$ cat config.mk
export PLATFORM = sky130hd
export DESIGN_NAME = gol_sequencer
export DESIGN_NICKNAME = d
export VERILOG_FILES = /design/src/rtl/gol_sequencer.sv
export SDC_FILE = /design/constraint.sdc
export NUM_CORES = 1
export LEC_CHECK = 0
export BUFFER_PORTS_ARGS = -buffer_cell sky130_fd_sc_hd__buf_4
export CAP_MARGIN = 20
export CORE_ASPECT_RATIO = 0.75
export CORE_MARGIN = 2
export CORE_UTILIZATION = 25
export DETAILED_ROUTE_END_ITERATION = 7
export GPL_ROUTABILITY_DRIVEN = 1
export SYNTH_ARGS = -nofsm -noshare
export SYNTH_HDL_FRONTEND = slang
export SYNTH_SLANG_ARGS = --single-unit
$ cat constraint.sdc
create_clock -name i_clk -period 4.8 [get_ports i_clk]
set_input_delay 1.2 -clock i_clk [delete_from_list [all_inputs] [get_ports i_clk]]
set_output_delay 1.2 -clock i_clk [all_outputs]
set_load 0.02 [all_outputs]
$ cat src/rtl/gol_sequencer.sv
// gol_sequencer: run controller for an external 8x8 Game of Life grid.
// It loads a seed into the grid, lets the grid run for a target number of
// generations (or until the grid stops changing), captures the final grid
// and pulses o_done. While idle it keeps the grid frozen on the last result.
// Optional feature: define GOL_SEQUENCER_POPCOUNT_EN to add o_pop, a
// registered live-cell count of o_result.
module gol_sequencer #(
  parameter int GEN_W = 16
) (
  input  logic             i_clk,
  input  logic             i_reset,
  input  logic             i_start,
  input  logic             i_abort,
  input  logic [63:0]      i_seed,
  input  logic [GEN_W-1:0] i_gens,
  output logic             o_gol_reset,
  output logic [63:0]      o_gol_vals,
  input  logic [63:0]      i_gol_vals,
  output logic             o_busy,
  output logic             o_done,
  output logic [63:0]      o_result,
  output logic [GEN_W-1:0] o_gen_count,
  output logic             o_stable
`ifdef GOL_SEQUENCER_POPCOUNT_EN
  ,
  output logic [6:0]       o_pop
`endif
);

  typedef enum logic [1:0] {
    S_IDLE,
    S_LOAD,
    S_RUN,
    S_DONE
  } state_t;

  state_t           state;
  logic [63:0]      seed_q;
  logic [63:0]      prev_q;
  logic [GEN_W-1:0] target_q;
  logic [GEN_W-1:0] gen_cnt;
  logic             is_final;
  logic             is_static;

  // The terminal compare is evaluated before any increment, so gen_cnt
  // never has to count past the target and cannot wrap.
  assign is_final  = (gen_cnt == target_q);
  assign is_static = (gen_cnt != '0) && (i_gol_vals == prev_q);

  // The grid only reads o_gol_vals while o_gol_reset is high: the seed in
  // LOAD, otherwise the last captured result so the grid stays frozen on it.
  assign o_gol_vals = (state == S_LOAD) ? seed_q : o_result;

  // Sequencer FSM with registered handshake outputs and result capture.
  always_ff @(posedge i_clk) begin
    if (!i_reset) begin
      state       <= S_IDLE;
      seed_q      <= '0;
      prev_q      <= '0;
      target_q    <= '0;
      gen_cnt     <= '0;
      o_result    <= '0;
      o_gen_count <= '0;
      o_stable    <= 1'b0;
      o_done      <= 1'b0;
      o_busy      <= 1'b0;
      o_gol_reset <= 1'b1;
    end else begin
      case (state)
        S_IDLE: begin
          if (i_start && !i_abort) begin
            seed_q      <= i_seed;
            target_q    <= i_gens;
            o_stable    <= 1'b0;
            o_busy      <= 1'b1;
            o_gol_reset <= 1'b1;
            state       <= S_LOAD;
          end
        end
        S_LOAD: begin
          if (i_abort) begin
            o_busy      <= 1'b0;
            o_gol_reset <= 1'b1;
            state       <= S_IDLE;
          end else begin
            gen_cnt     <= '0;
            o_gol_reset <= 1'b0;
            state       <= S_RUN;
          end
        end
        S_RUN: begin
          if (i_abort) begin
            o_busy      <= 1'b0;
            o_gol_reset <= 1'b1;
            state       <= S_IDLE;
          end else if (is_final || is_static) begin
            o_result    <= i_gol_vals;
            o_gen_count <= gen_cnt;
            o_stable    <= !is_final;
            o_done      <= 1'b1;
            o_busy      <= 1'b0;
            o_gol_reset <= 1'b1;
            state       <= S_DONE;
          end else begin
            prev_q  <= i_gol_vals;
            gen_cnt <= gen_cnt + GEN_W'(1);
          end
        end
        S_DONE: begin
          o_done <= 1'b0;
          state  <= S_IDLE;
        end
        default: begin
          o_done      <= 1'b0;
          o_busy      <= 1'b0;
          o_gol_reset <= 1'b1;
          state       <= S_IDLE;
        end
      endcase
    end
  end

`ifdef GOL_SEQUENCER_POPCOUNT_EN
  function automatic logic [6:0] popcount64(input logic [63:0] v);
    logic [6:0] n;
    n = '0;
    for (int i = 0; i < 64; i++) begin
      n = n + {6'd0, v[i]};
    end
    return n;
  endfunction

  // Live-cell count taken from the same grid word that lands in o_result,
  // so it is valid alongside o_done.
  always_ff @(posedge i_clk) begin
    if (!i_reset) begin
      o_pop <= '0;
    end else if ((state == S_RUN) && !i_abort && (is_final || is_static)) begin
      o_pop <= popcount64(i_gol_vals);
    end
  end
`endif

endmodule

Word level (Yosys, flattened, before mapping)
Cells that the tools add are included. W data, S select, Z words.

Output and inout bits: 148. Bits of input ports: 148. Register bits: 246.

Reductions and logical operators: 20. Add/sub/neg operators: 1. Muxes and demuxes: 25. Equal/unequal tests: 12. Bitwise operators: 2.

Operator list (count): $eq A64 B64 Y1 (1); $mux W64 (1); $mux W16 (3); $pmux W16 S2 (1); $add A16 B1 Y16 const B (1); $eq A16 B16 Y1 (1); $reduce_bool A16 Y1 (1); $ne A2 B2 Y1 const B (6); $reduce_and A3 Y1 (4); $reduce_and A4 Y1 (3); $mux W1 (11); $mux W2 (4); $pmux W2 S4 (1); $pmux W1 S3 (2); $reduce_bool A2 Y1 (3); $eq A2 B2 Y1 const B (2); $pmux W1 S2 (2); $reduce_and A2 Y1 (2); $ne A3 B3 Y1 const B (1); $reduce_bool A3 Y1 (1); $eq A2 B1 Y1 const B (1); $logic_and A1 B1 Y1 (2); $logic_not A1 Y1 (2); $logic_not A2 Y1 (1); other kinds (2) (3).

Longest topological paths before layout
Gate-level depths: netlist of the first run.

Depth after elaboration: 6. Depth in mapped cells: 12. Mapped depth without buffers: 9.

Least setup slack after synthesis of the first run
No wires, ideal clock.

Path type: register to output. Start: reg state[1]. End: out o_gol_vals[10]. Data arrival time: 1.651 ns. Buffers on the path: 2. Cell stages (with the launch flop): 6. Required time: 3.600 ns. Setup slack: 1.949 ns. Path through: dfxtp_1 inv_1 ha_1 clkbuf_1 clkbuf_1 mux2_2.

Word-level cells in the longest chain between the ends: 2.

Ends and longest elaborated chain: start: declaration (RTL line 37) `state_t state;`; start signal: assignment (RTL line 57) `state <= S_IDLE;`; start signal: assignment (RTL line 77) `state <= S_LOAD;`; start signal: assignment (RTL line 84) `state <= S_IDLE;`; $eq A2 B1 Y1 (RTL line 52) `assign o_gol_vals = (state == S_LOAD) ? seed_q : o_result;`; $mux W64 (RTL line 52); end: declaration (RTL line 17) `output logic [63:0] o_gol_vals,`.

Every way passes these cells.

Final worst setup path of the first run
Start: reg state[1]. End: out o_gol_vals[56].

The elaborated chain is that of the path after synthesis.

==> run summary, run 1 <==
worst slew pin tran: 1080 ps
# Max-Cap Violations: 0
DR vias/cell: 4.49
ANT nets after route: 0
GRT Resource Usage Total: 14.6%
Die Y: 186 um
Clock Sinks: 246
GPL Wtd Cong: 0.821
Main synth FF type: dfxtp_1
CTS tree: done
sequential area share after synthesis: 44.8%
gr ovfl total: 0
Die W: 246 um
initial antenna violation count: 2
H-Tree Depth: 1
Die ar.: 0.0457 mm^2
root buffer cell: clkbuf_16
CTS resizes: 0
Worst slew margin: 28.0%
initial core utilization: 25.4%
Mapped Cells: 1238
post-synth cell types: 44
final wirelength: 34700 um
VDD IR max: 0.000241 V
static leakage: 5.80 nW
most instantiated library cell after synthesis: nand2_1
core area: 0.0434 mm^2
skew final: 18.7 ps
Worst setup SP type: flop
hold buffers post-CTS: 0
Synth Warn #: 0
residual DRC count: 0
final period utilization: 78.5%
Final min period: 3770 ps
HP Class: flop to flop
Synth Register Bits: 246
vias in the first global route: 8745
Initial DRC Count: 446
Clk Latency, worst-skew pair: 560 ps
drt pass-1 iters: 5
status: completed
maximum clock path buffer count: 3
WP data required: 3600 ps
TNS Setup: 0 ps
top cells by area, synth: dfxtp_1 (45%), mux2i_1 (13%), nand2_1 (11%), mux2_2 (6.6%), xor2_1 (4.5%)
hold path depth: 2
first-pass GRT wire length: 51700 um
site row count: 66
I/O Buffers: 295
synthesized net count: 1392
wire per inst: 16.6 um
Reg clk slew, reported paths: 60 ps
# fillers: 4475
R2R depth: 7
I/O pin cnt: 296
layout cells sized above 1: 28.4%
layout net count: 1639
Mapped Area: 0.0110 mm^2
area delta synth->final: 33.4%
Synth top cells by count: nand2_1 (331), dfxtp_1 (246), mux2i_1 (147), a21oi_1 (89), nor2_1 (74)
Crit. End Element: output port
area share of the leading cell type in the synthesized netlist: 44.8%
Max Slew Vio Count: 0
vias post-DR: 9365
largest net degree at the start of global routing: 110
f_max: 265 MHz
Post-synth EDFFs: 0
area leader, netlist: dfxtp_1
power density over the cells: 338 mW/mm^2
number of setup buffers added after CTS: 0
Post-DP HPWL: 24800 um
unrepaired setup endpoints after global routing: false
CP arrival: 2570 ps
final setup fails: 0
fraction of registers with async set/reset: 0%
Hold Vio Cnt, Final: 0
CTS buffer count: 29
Crit Path Max Fanout: 67
total power: 4.95 mW
Avg Cell Area, Syn: 8.88 um^2
critical setup path kind: flop to output port
routing by layer:
metal  GRT usage, %  share of wire [%]  wire, um
met5              0                  0         0
met4           4.19                2.4       847
met3           2.72                5.3      1850
met2           22.1                 43     14900
met1           20.9                 49     17100
cells in the final DEF, fill, tap and decap left out, drive strengths merged:
| master | n |
|---|---|
| nand2 | 331 |
| buf | 305 |
| dfxtp | 246 |
| mux2i | 147 |
| a21oi | 89 |
| nor2 | 75 |
| mux2 | 64 |
| xor2 | 56 |
| clkbuf | 37 |
| xnor2 | 24 |
| nor4 | 18 |
| nand4 | 15 |
| inv | 12 |
| nand3 | 10 |
| or4 | 9 |
| o21ai | 6 |
| clkinv | 6 |
| ha | 6 |
| nor3 | 6 |
| o31ai | 5 |
| o211ai | 5 |
| nand2b | 4 |
| bufinv | 4 |
| clkinvlp | 4 |
| or3 | 3 |
| and3 | 3 |
| diode | 2 |
| nor2b | 2 |
| o41ai | 2 |
| nor4b | 2 |
| a211oi | 1 |
| a21boi | 1 |
| o221a | 1 |
| a21o | 1 |
| a31o | 1 |
| or4b | 1 |
| a22oi | 1 |
| o311a | 1 |
| a31oi | 1 |
| a221oi | 1 |
worst paths after layout:
kind | from | end | slack [ps]
setup / recovery | state[1] | o_gol_vals[56] | 1030
hold / removal | seed_q[52] | seed_q[52] | 450
setup reg to reg | state[1] | gen_cnt[7] | 1800
hold reg to reg | seed_q[52] | seed_q[52] | 450
registers in the layout, indices dropped and copies added (netlist names):
name / flops
target_q: 16
o_gol_reset: 1
o_busy: 1
seed_q: 64
o_result: 64
state: 2
o_stable: 1
o_done: 1
o_gen_count: 16
gen_cnt: 16
prev_q: 64
stage by stage:
| step | instances | instance area, um^2 | utilization (%) | setup slack (ps) | hold slack [ps] |
|---|---|---|---|---|---|
| after floorplan | 1238 | 11000 | - | 1950 | 433 |
| after global placement | 2031 | 13700 | 31.5 | 1010 | 439 |
| after detailed placement | 2031 | 13700 | 31.5 | 964 | 443 |
| after CTS | 2083 | 14600 | 33.8 | 1020 | 451 |
| after global routing | 2086 | 14700 | 33.8 | 888 | 468 |
| final | 2086 | 14700 | 33.8 | 1030 | 452 |
logic make-up after synthesis:
group / after synthesis / share of synthesized area [%]
AO/OA/AOI/OAI: 116 / 5.85
XOR/XNOR: 80 / 6.37
adder cells (fa/ha/maj): 6 / 0.683
buffers and inverters: 100 / 4.15
flip-flops: 246 / 44.8
multiplexers: 211 / 19.9
AND/OR/NAND/NOR: 479 / 18.2
worst max-delay path, cell delays in order (launching register included):
cell     delay, ps
dfxtp_1        330
inv_1          140
ha_4           780
mux2_2         440
buf_4          160
where the power goes:
group	switching (mW)	leakage, nW	internal (mW)
combinational	0.319	3.34	0.233
sequential	0.0298	1.99	2.09
clock	0.898	0.476	1.38
total	1.25	5.80	3.71
layout make-up:
| type | instances | area [um^2] | share of cell area (%) |
|---|---|---|---|
| Antenna cell | 2 | 5.00 | 0.0341 |
| Multi-Input combinational cell | 892 | 5660 | 38.6 |
| Clock buffer | 37 | 796 | 5.42 |
| Clock inverter | 15 | 189 | 1.29 |
| Tap cell | 578 | 723 | 4.93 |
| Timing Repair Buffer | 305 | 2330 | 15.9 |
| Inverter | 11 | 46.3 | 0.315 |
| Sequential cell | 246 | 4920 | 33.6 |
(Power assumes the default switching activity.)
==> run 2, diff against run 1 <==
--- a/config.mk
+++ b/config.mk
@@ -5,6 +5,7 @@
 export SDC_FILE = /design/constraint.sdc
 export NUM_CORES = 1
 export LEC_CHECK = 0
+export ABC_AREA = 1
 export BUFFER_PORTS_ARGS = -buffer_cell sky130_fd_sc_hd__buf_4
 export CAP_MARGIN = 20
 export CORE_ASPECT_RATIO = 0.75
==> constraint.sdc (replaced) <==
create_clock -name i_clk -period 3.7 [get_ports i_clk]
set_input_delay 0.925 -clock i_clk [delete_from_list [all_inputs] [get_ports i_clk]]
set_output_delay 0.925 -clock i_clk [all_outputs]
set_load 0.02 [all_outputs]
==> run 2 against run 1 <==
Critical path depth up 2. Critical path type unchanged. Clock-buffer cell count did not move. Total power is 24% higher. Largest power group is now sequential cells. Utilization decreased by 0.97 points. Final cell count increased by 24%. Clock skew shrank 10 ps. Synthesized cell count up 40%.
==> run summary, run 2 <==
Critical Path Slowest Stage Cell: ha_4
VDD IR max: 0.000282 V
CTS resizes: 0
core area: 0.0457 mm^2
ANT nets after route: 0
final setup fails: 0
Avg Cell Area, Syn: 6.62 um^2
Max Slew Vio Count: 0
unrepaired setup endpoints after global routing: false
site row count: 68
top cells by area, synth: dfxtp_1 (43%), nand2_1 (13%), o21ai_0 (9.1%), inv_1 (8.7%), nor2_1 (7.4%)
CP arrival: 2250 ps
Crit. End Element: output port
TNS Setup: 0 ps
largest net degree at the start of global routing: 145
Post-synth EDFFs: 0
vias in the first global route: 10500
routing usage on met2: 23.4%
diodes inserted: 0
Clk Latency, worst-skew pair: 540 ps
CTS tree: done
Die ar.: 0.0478 mm^2
met3 usage: 4.21%
post-synth cell types: 24
total power: 6.13 mW
Die Y: 190 um
vias post-DR: 11200
area leader, netlist: dfxtp_1
GRT met1 Usage: 19.2%
Worst slew margin: 58.8%
layout net count: 2125
Clock Sinks: 246
most used routing layer: met2
status: completed
final setup margin: 525 ps
WP data required: 2770 ps
CTS buffer count: 27
maximum clock path buffer count: 3
Reg clk slew, reported paths: 60 ps
area delta synth->final: 30.5%
f_max: 315 MHz
hold buffers post-CTS: 0
I/O pin cnt: 296
DR vias/cell: 4.34
critical setup path kind: flop to output port
synthesized net count: 1893
Synth Register Bits: 246
root buffer cell: clkbuf_16
sequential area share after synthesis: 42.8%
first-pass GRT wire length: 56000 um
Die W: 252 um
final period utilization: 85.8%
# fillers: 4877
Final min period: 3180 ps
# Max-Cap Violations: 0
CP top delay family: buffers and inverters
Post-DP HPWL: 25100 um
initial antenna violation count: 2
GPL Wtd Cong: 0.863
Synth top cells by count: nand2_1 (388), inv_1 (267), dfxtp_1 (246), nor2_1 (228), o21ai_0 (209)
Crit Path Max Fanout: 31
Hold Vio Cnt, Final: 0
Mapped Area: 0.0115 mm^2
Initial DRC Count: 621
fraction of registers with async set/reset: 0%
most frequent cells in the layout: nand2_1 (388), buf_4 (298), inv_1 (267)
commonest non-fill, non-tap cell in the layout: nand2_1
FF-to-FF setup slack: 1020 ps
WP buf/inv: 3
GRT Resource Usage Total: 14.5%
power density over the cells: 408 mW/mm^2
I/O Buffers: 295
layout cells sized above 1: 18.1%
worst slew pin tran: 618 ps
Largest regs: o_result (64), prev_q (64), seed_q (64)
initial core utilization: 25.2%
Mapped Cells: 1739
Main synth FF type: dfxtp_1
drt pass-1 iters: 5
gr ovfl total: 0
Largest stage delay, worst path: 430 ps
skew final: 8.65 ps
most instantiated library cell after synthesis: nand2_1
area share of the leading cell type in the synthesized netlist: 42.8%
static leakage: 6.80 nW
number of setup buffers added after CTS: 0
CP dominant cell by count: buf_4
H-Tree Depth: 1
wire per inst: 13.8 um
HP Class: flop to flop
final wirelength: 35500 um
Worst setup SP type: flop
worst slack, placed: 87.8 ps
Synth Warn #: 0
Hold Worst Slack: 444 ps
residual DRC count: 0
Critical Path, Cell by Cell: inv_1 -> ha_4 -> buf_4 -> nand2_1 -> o21ai_0 -> buf_4
## run 2: layout make-up
| class | instances | area, um^2 | area share [%] |
|---|---|---|---|
| sequential | 246 | 4920 | 32.8 |
| timing repair buffer | 306 | 2390 | 15.9 |
| clock buffer | 37 | 763 | 5.08 |
| clock inverter | 5 | 25.0 | 0.167 |
| tap | 595 | 744 | 4.96 |
| multi-input combinational | 1113 | 5140 | 34.2 |
| inverter | 277 | 1040 | 6.92 |
## run 2: layer usage
metal | part of all wire [%] | vias up
met5 | 0.085 | -
li1 | - | 5789
met4 | 1.7 | 4
met2 | 44 | 295
met1 | 46 | 5057
met3 | 7.9 | 46
## run 2: kinds of logic (layout without fill, tap and decap cells)
| kind of cell | Yosys count | after routing | synth area share (%) |
|---|---|---|---|
| simple gates | 674 | 674 | 22.9 |
| buf+inv | 380 | 625 | 12.9 |
| compound gates | 373 | 373 | 16.2 |
| flops | 246 | 246 | 42.8 |
| xor+xnor | 60 | 60 | 4.57 |
| fa+ha+maj | 6 | 6 | 0.652 |
## run 2: where the power goes
part	total [mW]	switching (mW)	internal, mW	leakage, nW
logic	0.805	0.485	0.320	4.41
clock network	2.50	1.09	1.42	0.394
registers	2.82	0.0633	2.75	2.00
total	6.13	1.64	4.49	6.80
## run 2: worst paths after layout
kind | startpoint | to | cells after the start
max | state[1] | o_gol_vals[52] | 6
min | seed_q[38] | seed_q[38] | 2
max reg2reg | prev_q[2] | o_result[50] | 14
min reg2reg | seed_q[38] | seed_q[38] | 2
## run 2: worst min-delay path, stage by stage, from the launching register on
cell	delay (ps)
dfxtp_1	310
inv_1	50
a21oi_1	50
## run 2: stage by stage
step | std cells | area, um^2 | utilization [%]
floorplan | 1739 | 11500 | -
global placement | 2537 | 14200 | 31.2
detailed placement | 2537 | 14200 | 31.2
CTS | 2579 | 15000 | 32.9
global route | 2579 | 15000 | 32.9
finish | 2579 | 15000 | 32.9
==> run 3, diff against run 2 <==
==> constraint.sdc (replaced) <==
create_clock -name i_clk -period 3.9 [get_ports i_clk]
set_input_delay 0.975 -clock i_clk [delete_from_list [all_inputs] [get_ports i_clk]]
set_output_delay 0.975 -clock i_clk [all_outputs]
set_load 0.02 [all_outputs]
==> run 3 against run 2 <==
Sequential share of layout area is 0.45 points lower. Cell area is 1.4% higher. Wire length is 1.3% higher. Via count is 0.21% higher. Critical endpoint is now o_gol_vals[4]. Utilization is 0.46 points higher. Worst hold slack worse by 2.0 ps. Register-to-register slack better by 20 ps. Clock power is 11% higher. Non-clock buffer count is 5 higher. Clock skew is 7.2 ps higher. Critical path depth stayed put. Largest cell class unchanged. Critical path type unchanged. First-iteration DRC count is 5.3% lower.
==> run summary, run 3 (synthesis results as in run 2) <==
CTS buffer count: 29
fin util: 33.3%
final period utilization: 85.6%
ANT nets after route: 0
DR vias/cell: 4.32
critical setup path kind: flop to output port
status: completed
VDD IR max: 0.000278 V
Die ar.: 0.0478 mm^2
Crit. End Element: output port
TNS Setup: 0 ps
Die Y: 190 um
Placed Area: 0.0143 mm^2
layout cells sized above 1: 18.6%
Max Slew Vio Count: 0
Crit Path Max Fanout: 50
most frequent cells in the layout: nand2_1 (388), buf_4 (304), inv_1 (267)
I/O Buffers: 295
area delta synth->final: 32.4%
Initial DRC Count: 588
CTS tree: done
I/O pin cnt: 296
Hold Worst Slack: 442 ps
# fillers: 4834
CP top delay family: buffers and inverters
static leakage: 6.90 nW
largest net degree at the start of global routing: 113
Critical Path Slowest Stage Cell: ha_4
worst slew pin tran: 743 ps
wire per inst: 13.9 um
Post-DP HPWL: 25700 um
Critical Path, Cell by Cell: inv_1 -> ha_4 -> buf_4 -> nand2_1 -> o21ai_0 -> buf_4
HP Class: flop to flop
core area: 0.0457 mm^2
number of setup buffers added after CTS: 0
maximum clock path buffer count: 3
GPL Wtd Cong: 0.904
commonest non-fill, non-tap cell in the layout: nand2_1
CP arrival: 2360 ps
WP buf/inv: 3
site row count: 68
vias post-DR: 11200
Largest stage delay, worst path: 510 ps
Largest regs: o_result (64), prev_q (64), seed_q (64)
power density over the cells: 409 mW/mm^2
Die W: 252 um
WP data required: 2920 ps
drt pass-1 iters: 5
f_max: 300 MHz
Final min period: 3340 ps
multi-input logic area: 0.00514 mm^2
final setup fails: 0
initial core utilization: 25.2%
hold buffers post-CTS: 0
unrepaired setup endpoints after global routing: false
Clk Latency, worst-skew pair: 560 ps
residual DRC count: 0
Worst slew margin: 50.4%
Clock Sinks: 246
vias in the first global route: 10700
diodes inserted: 0
post-route cell area: 0.0152 mm^2
skew final: 15.8 ps
total power: 6.23 mW
first-pass GRT wire length: 56800 um
initial antenna violation count: 4
GRT Resource Usage Total: 14.7%
Worst setup SP type: flop
Hold Vio Cnt, Final: 0
# Max-Cap Violations: 0
gr ovfl total: 0
FF/Latch Area: 0.00492 mm^2
CP dominant cell by count: buf_4
root buffer cell: clkbuf_16
Reg clk slew, reported paths: 60 ps
layout net count: 2132
H-Tree Depth: 1
CTS resizes: 0
final wirelength: 36000 um
==> run 3: cell count changes in the layout (fill, tap and decap cells not counted), sizes merged <==
cell and delta:
buf +5, bufinv +2, clkbuf +8, clkinv -2, inv +1
==> run 3: cell type report <==
type                            count  share of cell area [%]
Sequential cell                   246                    32.3
Clock inverter                      6                   0.575
Multi-Input combinational cell   1113                    33.7
Timing Repair Buffer              311                    15.8
Clock buffer                       45                    5.82
Inverter                          277                    6.83
Tap cell                          595                    4.89
==> run 3: through the flow <==
| step | setup WS [ps] | instances |
|---|---|---|
| finish | 561 | 2593 |
| global route | 341 | 2593 |
| CTS | 467 | 2593 |
| detailed placement | 223 | 2542 |
| global placement | 237 | 2542 |
| floorplan | 1290 | 1739 |
==> run 3: worst paths after layout <==
kind               from            end  slack [ps]  depth (start not counted)
max            state[1]  o_gol_vals[4]         560                          6
min          seed_q[50]     seed_q[50]         440                          2
max reg2reg   prev_q[2]     gen_cnt[1]        1040                         15
min reg2reg  seed_q[50]     seed_q[50]         440                          2
==> run 3: report_power, final <==
| part | internal, mW | total, mW | switching, mW |
|---|---|---|---|
| clock | 1.68 | 2.78 | 1.10 |
| sequential | 2.61 | 2.67 | 0.0597 |
| combinational | 0.305 | 0.770 | 0.465 |
| total | 4.60 | 6.23 | 1.63 |
==> run 3: metal layers <==
| metal | share of wire [%] | track usage [%] |
|---|---|---|
| met5 | 0.16 | 0 |
| met4 | 2.4 | 3.57 |
| met3 | 6.4 | 3.61 |
| met2 | 44 | 23.7 |
| met1 | 47 | 19.7 |
==> run 3: tightest hold or removal path, delay by kind of cell, from the launching register on <==
family                 cells  cell delay (ps)
buffers and inverters      1               40
DFF                        1              300
AOI/OAI and AO/OA          1               50
